`src/rtl/ping_sched_pkg.sv`:
```
// Shared definitions for the ping ranging scheduler: state encoding,
// the table code written on timeout, and default parameter values.
package ping_sched_pkg;

  typedef enum logic [2:0] {
    IDLE  = 3'd0,
    GO    = 3'd1,
    BUSY  = 3'd2,
    STORE = 3'd3,
    TOUT  = 3'd4,
    GAP   = 3'd5
  } schedState_t;

  localparam logic [7:0] PING_TOUT_CODE = 8'hFF;

  localparam int DEF_NCH         = 4;
  localparam int DEF_CHW         = 2;
  localparam int DEF_GAP_CYC     = 1000;
  localparam int DEF_TIMEOUT_CYC = 50000;

  function automatic int maxInt(input int a, input int b);
    return (a > b) ? a : b;
  endfunction

endpackage

```
`src/rtl/sched_timer.sv`:
```
// Loadable down-counter shared by the timeout and settling-gap phases.
// Load wins over decrement; the count parks at zero rather than wrapping.
module sched_timer #(
  parameter int W = 16
) (
  input  logic         i_clk,
  input  logic         i_reset,
  input  logic         i_load,
  input  logic [W-1:0] i_loadVal,
  input  logic         i_dec,
  output logic         o_zero
);

  logic [W-1:0] r_count;

  // Count down from the loaded value and hold once zero is reached.
  always_ff @(posedge i_clk) begin
    if (i_reset) begin
      r_count <= '0;
    end else if (i_load) begin
      r_count <= i_loadVal;
    end else if (i_dec && (r_count != '0)) begin
      r_count <= r_count - W'(1);
    end
  end

  assign o_zero = (r_count == '0);

endmodule

```
`src/rtl/ping_scheduler.sv`:
```
// Round-robin scheduler sharing one ping ranging core among NCH sensors.
// Define PING_SCHED_NEAREST_EN to add the nearest-obstacle tracker outputs
// (near_dist / near_chan); the default build has neither.
module ping_scheduler
  import ping_sched_pkg::*;
#(
  parameter int NCH         = DEF_NCH,
  parameter int CHW         = DEF_CHW,
  parameter int GAP_CYC     = DEF_GAP_CYC,
  parameter int TIMEOUT_CYC = DEF_TIMEOUT_CYC
) (
  input  logic           clk,
  input  logic           reset,
  input  logic           enable,
  output logic           core_go,
  output logic           core_rst,
  input  logic           core_convdone,
  input  logic [7:0]     core_result,
  input  logic           core_pulseout,
  input  logic           core_pulseen,
  output logic           core_pulsein,
  output logic [NCH-1:0] sens_pulseout,
  output logic [NCH-1:0] sens_pulseen,
  input  logic [NCH-1:0] sens_pulsein,
  input  logic [CHW-1:0] rd_sel,
  output logic [7:0]     rd_data,
  output logic [NCH-1:0] valid,
  output logic [NCH-1:0] err,
  output logic [CHW-1:0] cur_chan,
  output logic           sample_strobe
`ifdef PING_SCHED_NEAREST_EN
  ,
  output logic [7:0]     near_dist,
  output logic [CHW-1:0] near_chan
`endif
);

  localparam int TW = $clog2(maxInt(TIMEOUT_CYC, GAP_CYC)) + 1;

  schedState_t    r_state;
  logic [CHW-1:0] r_curChan;
  logic [7:0]     r_table [NCH];
  logic [NCH-1:0] r_valid;
  logic [NCH-1:0] r_err;
  logic           r_coreGo;
  logic           r_coreRst;
  logic           r_sampleStrobe;

  logic           w_timerLoad;
  logic           w_timerDec;
  logic [TW-1:0]  w_timerVal;
  logic           w_timerZero;
  logic [NCH-1:0] w_sensOut;
  logic [NCH-1:0] w_sensEn;

  // The timer is reloaded when a phase starts: timeout window from GO,
  // settling gap from either result-writing state.
  always_comb begin
    w_timerLoad = (r_state == GO) || (r_state == STORE) || (r_state == TOUT);
    w_timerDec  = (r_state == BUSY) || (r_state == GAP);
    w_timerVal  = (r_state == GO) ? TW'(TIMEOUT_CYC - 1) : TW'(GAP_CYC - 1);
  end

  sched_timer #(
    .W(TW)
  ) u_timer (
    .i_clk    (clk),
    .i_reset  (reset),
    .i_load   (w_timerLoad),
    .i_loadVal(w_timerVal),
    .i_dec    (w_timerDec),
    .o_zero   (w_timerZero)
  );

  // Measurement sequencer. core_go follows GO by one cycle; core_rst is
  // raised on the edge into TOUT so the core is reset during TOUT itself;
  // sample_strobe appears together with the new table contents.
  always_ff @(posedge clk) begin
    if (reset) begin
      r_state        <= IDLE;
      r_curChan      <= '0;
      r_valid        <= '0;
      r_err          <= '0;
      r_coreGo       <= 1'b0;
      r_coreRst      <= 1'b0;
      r_sampleStrobe <= 1'b0;
      for (int i = 0; i < NCH; i++) begin
        r_table[i] <= '0;
      end
    end else begin
      r_coreGo       <= 1'b0;
      r_coreRst      <= 1'b0;
      r_sampleStrobe <= 1'b0;
      case (r_state)
        IDLE: begin
          if (enable) begin
            r_state <= GO;
          end
        end
        GO: begin
          r_coreGo <= 1'b1;
          r_state  <= BUSY;
        end
        BUSY: begin
          if (core_convdone) begin
            r_state <= STORE;
          end else if (w_timerZero) begin
            r_coreRst <= 1'b1;
            r_state   <= TOUT;
          end
        end
        STORE: begin
          r_table[r_curChan] <= core_result;
          r_valid[r_curChan] <= 1'b1;
          r_err[r_curChan]   <= 1'b0;
          r_sampleStrobe     <= 1'b1;
          r_state            <= GAP;
        end
        TOUT: begin
          r_table[r_curChan] <= PING_TOUT_CODE;
          r_valid[r_curChan] <= 1'b0;
          r_err[r_curChan]   <= 1'b1;
          r_sampleStrobe     <= 1'b1;
          r_state            <= GAP;
        end
        GAP: begin
          if (w_timerZero) begin
            r_curChan <= (r_curChan == CHW'(NCH - 1)) ? '0 : r_curChan + CHW'(1);
            r_state   <= enable ? GO : IDLE;
          end
        end
        default: begin
          r_state <= IDLE;
        end
      endcase
    end
  end

  // Only the selected sensor sees the core's trigger and drive-enable.
  always_comb begin
    w_sensOut            = '0;
    w_sensEn             = '0;
    w_sensOut[r_curChan] = core_pulseout;
    w_sensEn[r_curChan]  = core_pulseen;
  end

  assign core_pulsein  = sens_pulsein[r_curChan];
  assign sens_pulseout = w_sensOut;
  assign sens_pulseen  = w_sensEn;
  assign rd_data       = (int'(rd_sel) < NCH) ? r_table[rd_sel] : 8'h00;
  assign valid         = r_valid;
  assign err           = r_err;
  assign cur_chan      = r_curChan;
  assign core_go       = r_coreGo;
  assign core_rst      = r_coreRst;
  assign sample_strobe = r_sampleStrobe;

`ifdef PING_SCHED_NEAREST_EN
  logic [7:0]     w_minDist;
  logic [CHW-1:0] w_minChan;
  logic [7:0]     r_nearDist;
  logic [CHW-1:0] r_nearChan;

  // Smallest valid entry; strict compare keeps the lowest channel on ties.
  always_comb begin
    w_minDist = PING_TOUT_CODE;
    w_minChan = '0;
    for (int i = 0; i < NCH; i++) begin
      if (r_valid[i] && (r_table[i] < w_minDist)) begin
        w_minDist = r_table[i];
        w_minChan = CHW'(i);
      end
    end
  end

  // Capture the minimum once the freshly written entry is in the table.
  always_ff @(posedge clk) begin
    if (reset) begin
      r_nearDist <= PING_TOUT_CODE;
      r_nearChan <= '0;
    end else if (r_sampleStrobe) begin
      r_nearDist <= w_minDist;
      r_nearChan <= w_minChan;
    end
  end

  assign near_dist = r_nearDist;
  assign near_chan = r_nearChan;
`endif

endmodule

```
`config.mk`:
```
export PLATFORM = sky130hd
export DESIGN_NAME = ping_scheduler
export DESIGN_NICKNAME = d
export VERILOG_FILES = /design/src/rtl/ping_sched_pkg.sv /design/src/rtl/sched_timer.sv /design/src/rtl/ping_scheduler.sv
export SDC_FILE = /design/constraint.sdc
export NUM_CORES = 1
export LEC_CHECK = 0
export ABC_AREA = 1
export CORE_MARGIN = 2
export CORE_UTILIZATION = 48
export CTS_BUF_LIST = sky130_fd_sc_hd__clkbuf_4 sky130_fd_sc_hd__clkbuf_8
export DETAILED_ROUTE_END_ITERATION = 8
export HOLD_SLACK_MARGIN = 0.06
export PLACE_DENSITY = 0.72
export SLEW_MARGIN = 30
export SYNTH_ARGS = -nofsm -noshare
export SYNTH_HDL_FRONTEND = slang
export SYNTH_HIERARCHICAL = 1
export SYNTH_SLANG_ARGS = --single-unit
```
`constraint.sdc`:
```
create_clock -name clk -period 2.1 [get_ports clk]
set_input_delay 0.315 -clock clk [delete_from_list [all_inputs] [get_ports clk]]
set_output_delay 0.315 -clock clk [all_outputs]
set_load 0.02 [all_outputs]
```
Yosys cells after proc, flatten, opt, wreduce, memory -nomap -nowiden
Memory sizes are Yosys's and may differ from the RTL's. Cells that the tools add are included.

Register bits after elaboration: 33. RAM bits: 32. Input bits: 20. Output and inout bits: 30. Logic and storage cells: 77. Memories kept: 1.

Memory list: r_table (depth 4, width 8, rd ports 1, clocked after Yosys merged registers in 0, write ports 4, RTL line ping_scheduler.sv:42) `logic [7:0] r_table [NCH];`.

$add $sub $neg: 2. $lt $le $gt $ge: 2. Eq/ne operators: 9. Muxes and demuxes: 31. Bitwise gates (word level): 9. Reductions and logical operators: 15.

Operator list (number): 2-to-1 mux 17 bit (2); logical NOT 17 bit (1); nonzero test 17 bit (1); subtractor 17 x 1 -> 17 bit, second input constant (1); bitwise AND 4 bit (4); 2-to-1 mux 16 bit (1); 2-to-1 mux 8 bit (2); one-hot mux 4 bit (2 select lines) (2); 2-to-1 mux 1 bit (15); one-hot mux 3 bit (5 select lines) (1); 2-to-1 mux 3 bit (4); OR 4 bit (2); OR reduction 8 bit (1); == test 3 x 2 -> 1 bit, second input constant (2); == test 3 bit, second input constant (2); 2-to-1 mux 2 bit (2); NOT 4 bit (1); nonzero test 2 bit (2); == test 3 x 1 -> 1 bit, second input constant (1); logical NOT 3 bit (1); logical OR 1 bit (3); less-than comparator 2 x 3 -> 1 bit, second input constant (1); != test 3 x 2 -> 1 bit, second input constant (1); AND reduction 3 bit (1); 13 further kinds (14).

Logic depth before layout (Yosys ltp)
Gate-level depths: netlist (run 1).

Word-level depth: 7. Depth in mapped cells: 12. Mapped depth without buffers: 12.

Modules after synthesis
Netlist (run 1), hierarchy kept.

By module, submodules not included: ping_scheduler (instances 1, cells an instance 252, area an instance 2290.9 um^2); sched_timer (instances 1, cells an instance 200, area an instance 1187.4 um^2).

Worst setup path before layout (run 1)
OpenSTA, ideal clock, no wires.

Path kind: register to register. Start point: reg r_curChan[0], in the netlist cur_chan[0]. End point: mem r_table[3][0] (enable). Library setup time: 387 ps. Data arrival time: 1739 ps. Required time: 1713 ps. Setup slack: -25 ps. Cell stages (with the launch flop): 3. Path buffers: 0. Cell sequence: dfxtp_1 -> clkinv_1 -> o31ai_1.

RTL lines: start, declared (RTL line ping_scheduler.sv:41) `logic [CHW-1:0] r_curChan;`; start signal, assigned (RTL line ping_scheduler.sv:128) `r_curChan <= (r_curChan == CHW'(NCH - 1)) ? '0 : r_curChan + CHW'(1);`; end, declared (RTL line ping_scheduler.sv:42).

Worst setup path in the final report (run 1)
Start point: in rd_sel[0]. End point: out rd_data[4].

Word-level cells in the longest chain between the ends: 1.

Ends and longest elaborated chain: start, declared (RTL line ping_scheduler.sv:25) `input logic [CHW-1:0] rd_sel,`; memory read (4 x 8 bit); end, declared (RTL line ping_scheduler.sv:26) `output logic [7:0] rd_data,`.

Every way passes these cells.

==> impl_metrics.yaml, run 1 <==
status:
  outcome: "finished, final reports clean"
worst_setup_path:
  r2r-end: "r_table[2][0]"
  cp.required_ns: 1.78
  cp_data_arrival_time_ns: 1.70
  cp-end-kind: "primary output"
  critPathMaxFanout: 11
  r2r_slack_ns: 0.25
  worstReg2RegStart: "r_state[0]"
  crit_start: "rd_sel[0]"
  path_class: "primary input to primary output"
  cp-endpoint: "rd_data[4]"
  startpoint_type: "primary input"
  reg2reg_depth: 6
timing:
  period_share_pct: 95.9
  finalMaxSlewViolations: 0
  setup_viol: 0
  worst_slack_ns: 0.0862
  hold_viol: 0
  finalCriticalPeriod_ns: 2.01
  fmaxAchievable_mhz: 497
  rsz0062_at_grt: "no"
  fin_skew_ns: 0.00811
  hold_slack_ns: 0.451
route:
  drtPass1Iterations: 4
  drc: 0
  viasPerCell: 4.91
  wl_per_cell_um: 12.4
  drtIter0Drc: 149
  dr_total_vias: 3069
  final_antenna_net_count: 0
  routed_wl_mm: 7.76
power:
  swShare_pct: 43.3
  leakage_nw: 1.93
  p_per_area_nw_per_um2: 1180
  power.share.clock_pct: 21.8
  combPwrFrac_pct: 44.3
  ir_drop_v: 0.000638
  seq_power_share_pct: 34.0
  switching_power_mw: 2.23
  p_int_mw: 2.92
yosys:
  yosysTopAreaCell: "edfxtp_1"
  async_reset_ff_share_pct: 0
  synth_area_leaders: "edfxtp_1 (28%), dfxtp_1 (19%), nor2_1 (12%)"
  synth-edff-count: 32
  ys_warn_count: 6
  syn_area_per_cell_um2: 7.70
  yosys.cell_types.count: 39
  synth-seq-area-share_pct: 46.6
  syn_inst: 452
  yosysTopAreaCellShare_pct: 27.6
  synth_flop_cell: "dfxtp_1"
  post_synth_instance_area_um2: 3480
  ys_ff_latch: 65
cts:
  clock_sinks: 65
  clk_latency_ns: 0.34
  cts_tree: "built"
  postCtsSetupRepairBufs: 0
  cts-htree-levels: 3
  ctsLongestPathBuffers: 2
  root_buffer: "clkbuf_8"
  clk_pin_slew_ns: 0.08
  ctsHoldBuffers: 0
  cts_buffers: 9
grt:
  grt-ovfl-total: 0
  first_global_vias: 2831
  grt_max_degree: 21
  antenna_found_initial: 0
  grt_pass1_wl_mm: 12.9
  grt_usage_pct: 21.1
floorplan:
  top_level_ports: 50
  fp.coreArea_um2: 7140
  row_count: 31
  floorplan.initialDensity_pct: 48.7
  die_y_um: 89.1
  die_area_um2: 7940
  die_w_um: 89.1
finish:
  antenna_cells: 0
  final_cell_mix: "nor2_1 (108), nand2_1 (89), inv_1 (38)"
  drive_gt1_share_pct: 10.8
  final_nets: 546
  layout_commonest_cell: "nor2_1"
  area_delta_synth_final_pct: 25.5
  fill_cells: 651
place:
  gp_congestion: 0.930
  place_hpwl_mm: 5.78
  placement.io_buffers: 49
  post-place-ws_ns: -0.213
run:
  drv_cap: 0
worst_hold_path:
  hold_class: "flip-flop to flip-flop"
-- layer usage --
metal  up-vias  share of wire, %  GRT usage [%]
met5         -                 0              0
met3         8               3.6           3.23
met2        59                50           36.2
met4         0               1.1           8.28
met1      1404                45           26.6
li1       1598                 -              -
-- synthesized netlist by cell type (3+ instances only) --
master      n
o22ai_1     9
nand2_1    89
edfxtp_1   32
nand3_1    26
dfxtp_1    33
buf_4       3
nor2_1    108
o21ai_1     6
a21oi_1    21
inv_1      40
nor3_1      4
clkbuf_1    6
ha_1        5
nand4_1     3
nand2_2     4
o21ai_0    27
nand2_4     3
nor2_2      3
-- worst max-delay path, cell delays in order --
cell and delay [ns]:
clkdlybuf4s50_1 0.55, buf_4 0.19, o21ai_0 0.10, o22ai_1 0.19
dlygate4sd2_1 0.35
-- worst min-delay path by stage --
stage | startpoint | endpoint | slack (ns) | depth (start not counted)
floorplan | core_convdone | core_rst | 0.39 | 1
CTS | flip-flop | flip-flop | 0.45 | 2
detailed placement | flip-flop | flip-flop | 0.44 | 2
finish | flip-flop | flip-flop | 0.45 | 2
global route | flip-flop | flip-flop | 0.49 | 2
global placement | flip-flop | flip-flop | 0.43 | 2
-- logic make-up (layout without fill, tap and decap cells) --
group                      after synthesis  in the layout  share of synthesized area, %
AOI/OAI and AO/OA                       68             68                          10.7
xor gates and xnor gates                 3              3                         0.756
adders and majority gates                5              5                          1.80
buffers and inverters                   56            120                          6.69
DFF                                     65             65                          46.6
other                                    2             12                         0.216
and+or+nand+nor                        253            253                          33.2
-- power by group through the flow --
stage	Combinational [mW]	Sequential [mW]	Clock (mW)
CTS	2.28	1.75	1.14
floorplan	1.81	1.73	0
detailed placement	2.28	1.77	0
global route	2.61	1.78	1.20
finish	2.28	1.75	1.12
global placement	2.23	1.77	0
-- cell type report --
type                       count  area (µm²)  area share, %
clock buffer                   9         124           2.84
clock inverter                 7        85.1           1.95
inverter                      44         168           3.84
multi-input combinational    341        1670           38.2
sequential                    65        1620           37.2
tap                           99         124           2.84
timing repair buffer          60         573           13.1
-- metrics by stage --
| stage | std cells | total power, mW | util (%) | TNS (ns) | cell area, µm² |
|---|---|---|---|---|---|
| 5_1_grt | 625 | 5.59 | 61.2 | 0 | 4370 |
| 6_report | 625 | 5.14 | 61.2 | 0 | 4370 |
| 2_1_floorplan | 462 | 3.54 | - | 0 | 3520 |
| 4_1_cts | 625 | 5.17 | 61.0 | 0 | 4360 |
| 3_5_place_dp | 609 | 4.05 | 58.3 | -1.41 | 4160 |
| 3_3_place_gp | 609 | 4.00 | 58.3 | -1.15 | 4160 |
-- what timing repair did --
action	CTS	global route
cloned	0	0
endpoints found under the setup margin	16	7
gates resized for setup	15	7
Power figures use the tool's default switching activity.
==> inputs of run 2 (changes only) <==
Settings changed: RECOVER_POWER set to 25.
==> run 2 against run 1 <==
Compared with the run above: worst hold slack got worse by 0.0032 ns; design area shrank 0.17%; core utilization shrank 0.11 points; total power is 0.17% lower; sequential share of layout area grew 0.064 points; cell count did not move; maximum frequency about the same; non-clock buffer count unchanged; global-route usage unchanged; via count grew 0.20%; largest cell class unchanged; highest routed layer unchanged.
==> impl_metrics.yaml, run 2 (synthesis results as in run 1) <==
finish:
  area_delta_synth_final_pct: 25.3
  final_nets: 546
  seq_area_um2: 1620
  finish.utilization_pct: 61.1
  multiInputGateArea_um2: 1660
  antenna_cells: 0
  final_cell_mix: "nor2_1 (108), nand2_1 (90), inv_1 (38)"
  drive_gt1_share_pct: 10.6
  post-route-cell-area_um2: 4360
  layout_commonest_cell: "nor2_1"
  instances_no_fill: 625
  fill_cells: 653
route:
  final_antenna_net_count: 0
  routed_wl_mm: 7.77
  dr_total_vias: 3075
  viasPerCell: 4.92
  drtPass1Iterations: 4
  drtIter0Drc: 162
  wl_per_cell_um: 12.4
  drc: 0
worst_setup_path:
  cp.required_ns: 1.78
  crit_buf_inv: 3
  startpoint_type: "primary input"
  cp.depth: 5
  critPathMaxFanout: 11
  critPathMaxStageDelay_ns: 0.55
  cp-end-kind: "primary output"
  slowest_stage: "clkdlybuf4s50_1"
  cp_top_family: "buffers and inverters"
  cp_data_arrival_time_ns: 1.70
  path_class: "primary input to primary output"
  worstPathCellList: "clkdlybuf4s50_1 > buf_4 > o21ai_0 > o22ai_1 > clkdlybuf4s15_1"
  reg2reg_depth: 7
place:
  post-place-ws_ns: -0.213
  placement.io_buffers: 49
  dpl.cell_count: 609
  place_hpwl_mm: 5.78
  gp_congestion: 0.930
  place_area_um2: 4160
cts:
  cts_tree: "built"
  root_buffer: "clkbuf_8"
  ctsLongestPathBuffers: 2
  clk_pin_slew_ns: 0.08
  clk_latency_ns: 0.34
  clock_sinks: 65
  cts-htree-levels: 3
  cts_buffers: 9
  postCtsSetupRepairBufs: 0
grt:
  first_global_vias: 2831
  grt_max_degree: 21
  grt_pass1_wl_mm: 12.9
  antenna_found_initial: 0
  grt_usage_pct: 21.1
  grt-ovfl-total: 0
timing:
  fin_skew_ns: 0.00895
  hold_slack_ns: 0.448
  finalCriticalPeriod_ns: 2.01
  setup_viol: 0
  finalMaxSlewViolations: 0
  fmaxAchievable_mhz: 497
  period_share_pct: 95.9
  rsz0062_at_grt: "no"
  fin_setup_tns_ns: 0
  worst_slack_ns: 0.0863
  hold_viol: 0
power:
  ir_drop_v: 0.000644
  swShare_pct: 43.4
  leakage_nw: 1.96
  p_per_area_nw_per_um2: 1180
  power.share.clock_pct: 21.9
  p_total_mw: 5.14
  combPwrFrac_pct: 44.1
  seq_power_share_pct: 33.9
  p_int_mw: 2.91
  switching_power_mw: 2.23
run:
  drv_cap: 0
floorplan:
  floorplan.initialDensity_pct: 48.7
  die_w_um: 89.1
  die_y_um: 89.1
  row_count: 31
  top_level_ports: 50
  die_area_um2: 7940
  fp.coreArea_um2: 7140
worst_hold_path:
  hold_depth: 2
  hold_class: "flip-flop to flip-flop"
status:
  outcome: "finished, final reports clean"
[run 2: changes by cell type in the layout (fill, tap and decap cells not counted), sizes merged]
cell,previous run,this run
clkdlybuf4s50,34,23
dlygate4sd3,0,11
[run 2: layer usage]
| layer | GRT usage, % | vias up | routed length [µm] |
|---|---|---|---|
| li1 | - | 1598 | - |
| met1 | 26.6 | 1413 | 3530 |
| met2 | 36.2 | 56 | 3890 |
| met3 | 3.23 | 8 | 268 |
| met4 | 8.28 | 0 | 90 |
| met5 | 0 | - | 0 |
[run 2: worst paths after layout]
kind / start / endpoint / slack, ns
min: flip-flop / flip-flop / 0.45
min reg2reg: flip-flop / flip-flop / 0.45
max reg2reg: r_state[0] / r_table[2][0] / 0.16
max: rd_sel[0] / rd_data[2] / 0.09
[run 2: final cells by class]
cell class | count | area share, %
clock inverters | 7 | 1.95
well taps | 99 | 2.84
inverters | 44 | 3.85
clock buffers | 9 | 2.84
multi-input cells | 341 | 38.1
repair buffers | 60 | 13.1
flip-flops and latches | 65 | 37.2
[run 2: power groups by stage]
| stage | Sequential, mW | Clock [mW] | Combinational [mW] |
|---|---|---|---|
| 2_1_floorplan | 1.73 | 0 | 1.81 |
| 3_3_place_gp | 1.77 | 0 | 2.23 |
| 3_5_place_dp | 1.77 | 0 | 2.28 |
| 4_1_cts | 1.75 | 1.14 | 2.28 |
| 5_1_grt | 1.78 | 1.20 | 2.59 |
| 6_report | 1.74 | 1.13 | 2.27 |
[run 2: timing repair]
item,CTS,global route
resized for setup,15,7
hold buffers,0,0
pin swaps,0,0
endpoints found under the setup margin,16,7
[run 2: tightest hold or removal path, delay by kind of cell (launching register included)]
family                 cells  cell delay [ns]
buffers and inverters      1             0.04
DFF                        1             0.32
AOI/OAI and AO/OA          1             0.05
==> inputs of run 3 (changes only) <==
Settings changed: CELL_PAD_IN_SITES_DETAIL_PLACEMENT set to 0, CELL_PAD_IN_SITES_GLOBAL_PLACEMENT set to 1, CORE_MARGIN 2 to not set, CORE_UTILIZATION 48 to 41, PLACE_DENSITY 0.72 to not set, PLACE_DENSITY_LB_ADDON set to 0.1.
==> run 3 against run 2 <==
Compared with the run above: sequential power about the same; die area up 11%; core utilization down 7.9 points; setup slack better by 0.084 ns; critical path type unchanged; largest cell class unchanged; highest routed layer unchanged.
==> impl_metrics.yaml, run 3 (synthesis results as in run 1) <==
cts:
  clk_latency_ns: 0.34
  clock_sinks: 65
  cts-htree-levels: 3
  clk_pin_slew_ns: 0.07
  cts_buffers: 9
  ctsLongestPathBuffers: 2
  root_buffer: "clkbuf_8"
  cts_tree: "built"
finish:
  finish.utilization_pct: 53.1
  post-route-cell-area_um2: 4370
  area_delta_synth_final_pct: 25.5
  multiInputGateArea_um2: 1660
  final_cell_mix: "nor2_1 (109), nand2_1 (89), inv_1 (39)"
  antenna_cells: 0
  instances_no_fill: 632
  drive_gt1_share_pct: 10.2
  seq_area_um2: 1620
  final_nets: 547
  fill_cells: 802
  layout_commonest_cell: "nor2_1"
floorplan:
  fp.coreArea_um2: 8220
  die_area_um2: 8860
  die_w_um: 94.1
  die_y_um: 94.1
  row_count: 33
  floorplan.initialDensity_pct: 42.3
  top_level_ports: 50
route:
  drtPass1Iterations: 4
  drc: 0
  drtIter0Drc: 75
  dr_total_vias: 3025
  viasPerCell: 4.79
  wl_per_cell_um: 12.4
  routed_wl_mm: 7.86
  final_antenna_net_count: 0
run:
  drv_cap: 0
status:
  outcome: "finished, final reports clean"
timing:
  finalCriticalPeriod_ns: 1.93
  hold_viol: 0
  worst_slack_ns: 0.170
  rsz0062_at_grt: "no"
  fmaxAchievable_mhz: 518
  finalMaxSlewViolations: 0
  period_share_pct: 91.9
  fin_skew_ns: 0.0106
  setup_viol: 0
place:
  dpl.cell_count: 616
  place_area_um2: 4170
  gp_congestion: 0.820
  place_hpwl_mm: 5.84
  placement.io_buffers: 49
  post-place-ws_ns: -0.185
worst_setup_path:
  worstPathCellList: "clkdlybuf4s50_1 > inv_1 > buf_4 > o21ai_0 > o22ai_1 > dlygate4sd2_1"
  slowest_stage: "clkdlybuf4s50_1"
  reg2reg_depth: 7
  critPathMaxStageDelay_ns: 0.51
  cp.required_ns: 1.78
  startpoint_type: "primary input"
  cp_data_arrival_time_ns: 1.62
  critPathMaxFanout: 8
  cp-end-kind: "primary output"
  path_class: "primary input to primary output"
power:
  p_total_mw: 5.20
  ir_drop_v: 0.000733
  p_per_area_nw_per_um2: 1190
  leakage_nw: 2.00
worst_hold_path:
  hold_class: "flip-flop to flip-flop"
  hold_depth: 2
grt:
  grt_pass1_wl_mm: 12.9
  grt_max_degree: 21
  grt_usage_pct: 19.1
  grt-ovfl-total: 0
  first_global_vias: 2719
  antenna_found_initial: 0
==> run 3: routing by layer <==
layer  up-vias  share of wire, %  track usage [%]
li1       1608                 -                -
met3        11               3.1             4.05
met2        46                49             33.3
met1      1360                47             23.7
met4         0               1.3             5.26
met5         -                 0                0
==> run 3: per-stage QoR <==
| step | hold slack (ns) | setup TNS (ns) |
|---|---|---|
| final | 0.443 | 0 |
| after detailed placement | 0.439 | -1.38 |
| after CTS | 0.452 | 0 |
| after floorplan | 0.392 | 0 |
| after global routing | 0.468 | 0 |
| after global placement | 0.436 | -1.23 |
==> run 3: layout make-up <==
| type | count | area share (%) |
|---|---|---|
| Tap cell | 105 | 3.01 |
| Sequential cell | 65 | 37.1 |
| Clock inverter | 7 | 2.35 |
| Multi-Input combinational cell | 341 | 37.9 |
| Clock buffer | 9 | 2.84 |
| Inverter | 44 | 3.84 |
| Timing Repair Buffer | 61 | 12.9 |
==> run 3: final timing paths <==
check | startpoint | slack (ns) | endpoint
worst min-delay path | flip-flop | 0.44 | flip-flop
worst max register to register | r_state[0] | 0.20 | r_table[0][4]
worst min register to register | flip-flop | 0.44 | flip-flop
worst max-delay path | rd_sel[0] | 0.17 | rd_data[6]
==> run 3: what timing repair did <==
| action | CTS | global route |
|---|---|---|
| setup buffers | 0 | 0 |
| hold buffers | 0 | 0 |
| resized for setup | 19 | 2 |
| hold endpoints to repair | 0 | 0 |
| endpoints found under the setup margin | 17 | 2 |
==> run 3: power breakdown <==
part           switching, mW  leakage [nW]  internal (mW)
combinational           1.48          1.29          0.773
sequential             0.189         0.600           1.55
clock                  0.527         0.110          0.681
==> run 3: critical path, delay by kind of cell <==
family,cells,cell delay [ns]
buffers and inverters,4,1.04
AO/OA/AOI/OAI,2,0.25
==> edit: new RTL, settings of run 3 <==
The package constant `DEF_CHW` goes from 2 to 4.
--- a/src/rtl/ping_sched_pkg.sv
+++ b/src/rtl/ping_sched_pkg.sv
@@ -15,5 +15,5 @@
 
   localparam int DEF_NCH         = 4;
-  localparam int DEF_CHW         = 2;
+  localparam int DEF_CHW         = 4;
   localparam int DEF_GAP_CYC     = 1000;
   localparam int DEF_TIMEOUT_CYC = 50000;
Interface: changed (resized cur_chan and rd_sel); port bits go from 50 to 54. No check against the original RTL was run, so the function may have changed too.
==> edit against run 3 <==
- total power shrank 2.6%
- critical endpoint is now rd_data[2]
- sequential cell count grew 2
- routed wire length grew 13%
- largest cell class unchanged
- combinational power grew 4%
- global-route usage grew 1.6 points
- worst setup slack lost 0.10 ns
- synthesized area grew 4.0%
- final area grew 2.6%
- highest routed layer unchanged
==> edit: results (changes against run 3) <==
| Metric | Value |
|---|---|
| DRT Wirelength | 8.85 mm (+13%) |
| Layout cell share with drive strength beyond 1 | 10.4% (+0.12 points) |
| H-tree depth | 3 (unchanged) |
| Worst vdd ir | 0.649 mV (-11%) |
| Netlist cell types | 35 (-10%) |
| Total Routing Usage GR | 20.7% (+1.6 points) |
| Wire length per cell | 13.1 um (+5.6%) |
| Vias in the first global route | 3,036 (+12%) |
| Status | finished, final reports clean |
| Reg clk slew, reported paths | 0.07 ns (about the same) |
| Via count | 3,260 (+7.8%) |
| Setup Skew | 0.00747 ns (-0.00313 ns) |
| Worst-Skew Late Latency | 0.34 ns (about the same) |
| First-pass GRT wire length | 14.3 mm (+10%) |
| Met3 WL post-DR | 308 um (+26%) |
| Top Layer Used | met4 |
| Leak | 2.04 nW (+2.0%) |
| Initial antenna violation count | 0 (unchanged) |
| Crit path DAT | 1.72 ns (+0.10 ns) |
| Async set or reset register ratio after synthesis | 0% (unchanged) |
| Port bufs | 53 (+8.2%) |
| Largest net degree at the start of global routing | 20 (-4.8%) |
| Placed cell count | 658 (+6.8%) |
| Routed met2 length | 4.30 mm (+13%) |
| Top cells by instance count after synthesis | nor2_1, nand2_1, inv_1 |
| Initial DRC Count | 118 (+57%) |
| Fin nets | 591 (+8.0%) |
| Inserted Clock Buffers | 9 (unchanged) |
| RD Place Congestion | 0.807 (-1.5%) |
| Clk root buf | clkbuf_8 |
| Number of flops mapped to enable cells by yosys | 32 (unchanged) |
| CP max FO | 17 (+9) |
| Register area share after synthesis | 45.9% (-0.70 points) |
| Detailed Place HPWL | 6.62 mm (+13%) |
| Worst slack, placed | -0.234 ns (-0.0489 ns) |
| # diodes | 0 (unchanged) |
| Synth Instances | 493 (+9.1%) |
| DRT Pass-1 Iters | 5 (+1) |
| Filler Cell Count | 853 (+6.4%) |
| Largest cells by area after synthesis | edfxtp_1, dfxtp_1, nor2_1 |
| Wl on met1 | 4.13 mm (+12%) |
[edit: final cells by class]
type | count | area [um2] | share of cell area (%)
clock buffers | 9 | 124 | 2.76
clock inverters | 7 | 53.8 | 1.20
inverters | 48 | 180 | 4.02
multi-input cells | 374 | 1740 | 38.9
flip-flops and latches | 67 | 1660 | 37.1
well taps | 105 | 131 | 2.93
repair buffers | 64 | 584 | 13.0
[edit: path summary, 6_finish.rpt]
| kind | from | slack [ns] | to | cells after the start |
|---|---|---|---|---|
| min reg2reg | u_timer/r_count[16] | 0.46 | u_timer/r_count[16] | 2 |
| min | u_timer/r_count[16] | 0.46 | u_timer/r_count[16] | 2 |
| max | rd_sel[0] | 0.07 | rd_data[2] | 6 |
| max reg2reg | u_timer/r_count[0] | 0.21 | cur_chan[2] | 11 |
[edit: where the power goes]
| group | internal [W] | switching [W] | total [W] |
|---|---|---|---|
| Clock | 0.000433 | 0.000528 | 0.000961 |
| Sequential | 0.00158 | 0.000173 | 0.00175 |
| Combinational | 0.000806 | 0.00154 | 0.00235 |
| Total | 0.00282 | 0.00224 | 0.00506 |
[edit: metal layers]
| metal | track usage (%) | up-vias |
|---|---|---|
| met2 | 36.4 | 56 |
| met1 | 25.9 | 1492 |
| met5 | 0 | - |
| met3 | 3.16 | 9 |
| met4 | 7.09 | 0 |
| li1 | - | 1703 |
[edit: worst max-delay path, cell delays in order]
cell and delay, ns:
clkdlybuf4s50_1 0.45, buf_12 0.17, inv_2 0.17, o21ai_0 0.13, a21oi_1 0.14, dlygate4sd2_1 0.34
[edit: cells by family (layout without fill, tap and decap cells)]
| family | count (synthesis) | count (layout) | synth area share [%] |
|---|---|---|---|
| XOR/XNOR | 4 | 4 | 0.968 |
| adder cells (fa/ha/maj) | 5 | 5 | 1.73 |
| AND/OR/NAND/NOR | 287 | 287 | 34.4 |
| other | 2 | 12 | 0.208 |
| flip-flops | 67 | 67 | 45.9 |
| AO/OA/AOI/OAI | 66 | 66 | 9.75 |
| buffers and inverters | 62 | 128 | 6.98 |
[edit: stage by stage]
step,total power [W],area [um2],hold WS [ns]
floorplan,0.00354,3660,0.437
global placement,0.00410,4340,0.449
detailed placement,0.00414,4340,0.451
CTS,0.00510,4500,0.462
global route,0.00550,4480,0.493
finish,0.00506,4480,0.464
[edit: repair_timing]
item | CTS | global route
gates resized for setup | 19 | 13
setup endpoints to repair | 17 | 8
buffers inserted | 0 | 0
hold buffers | 0 | 0
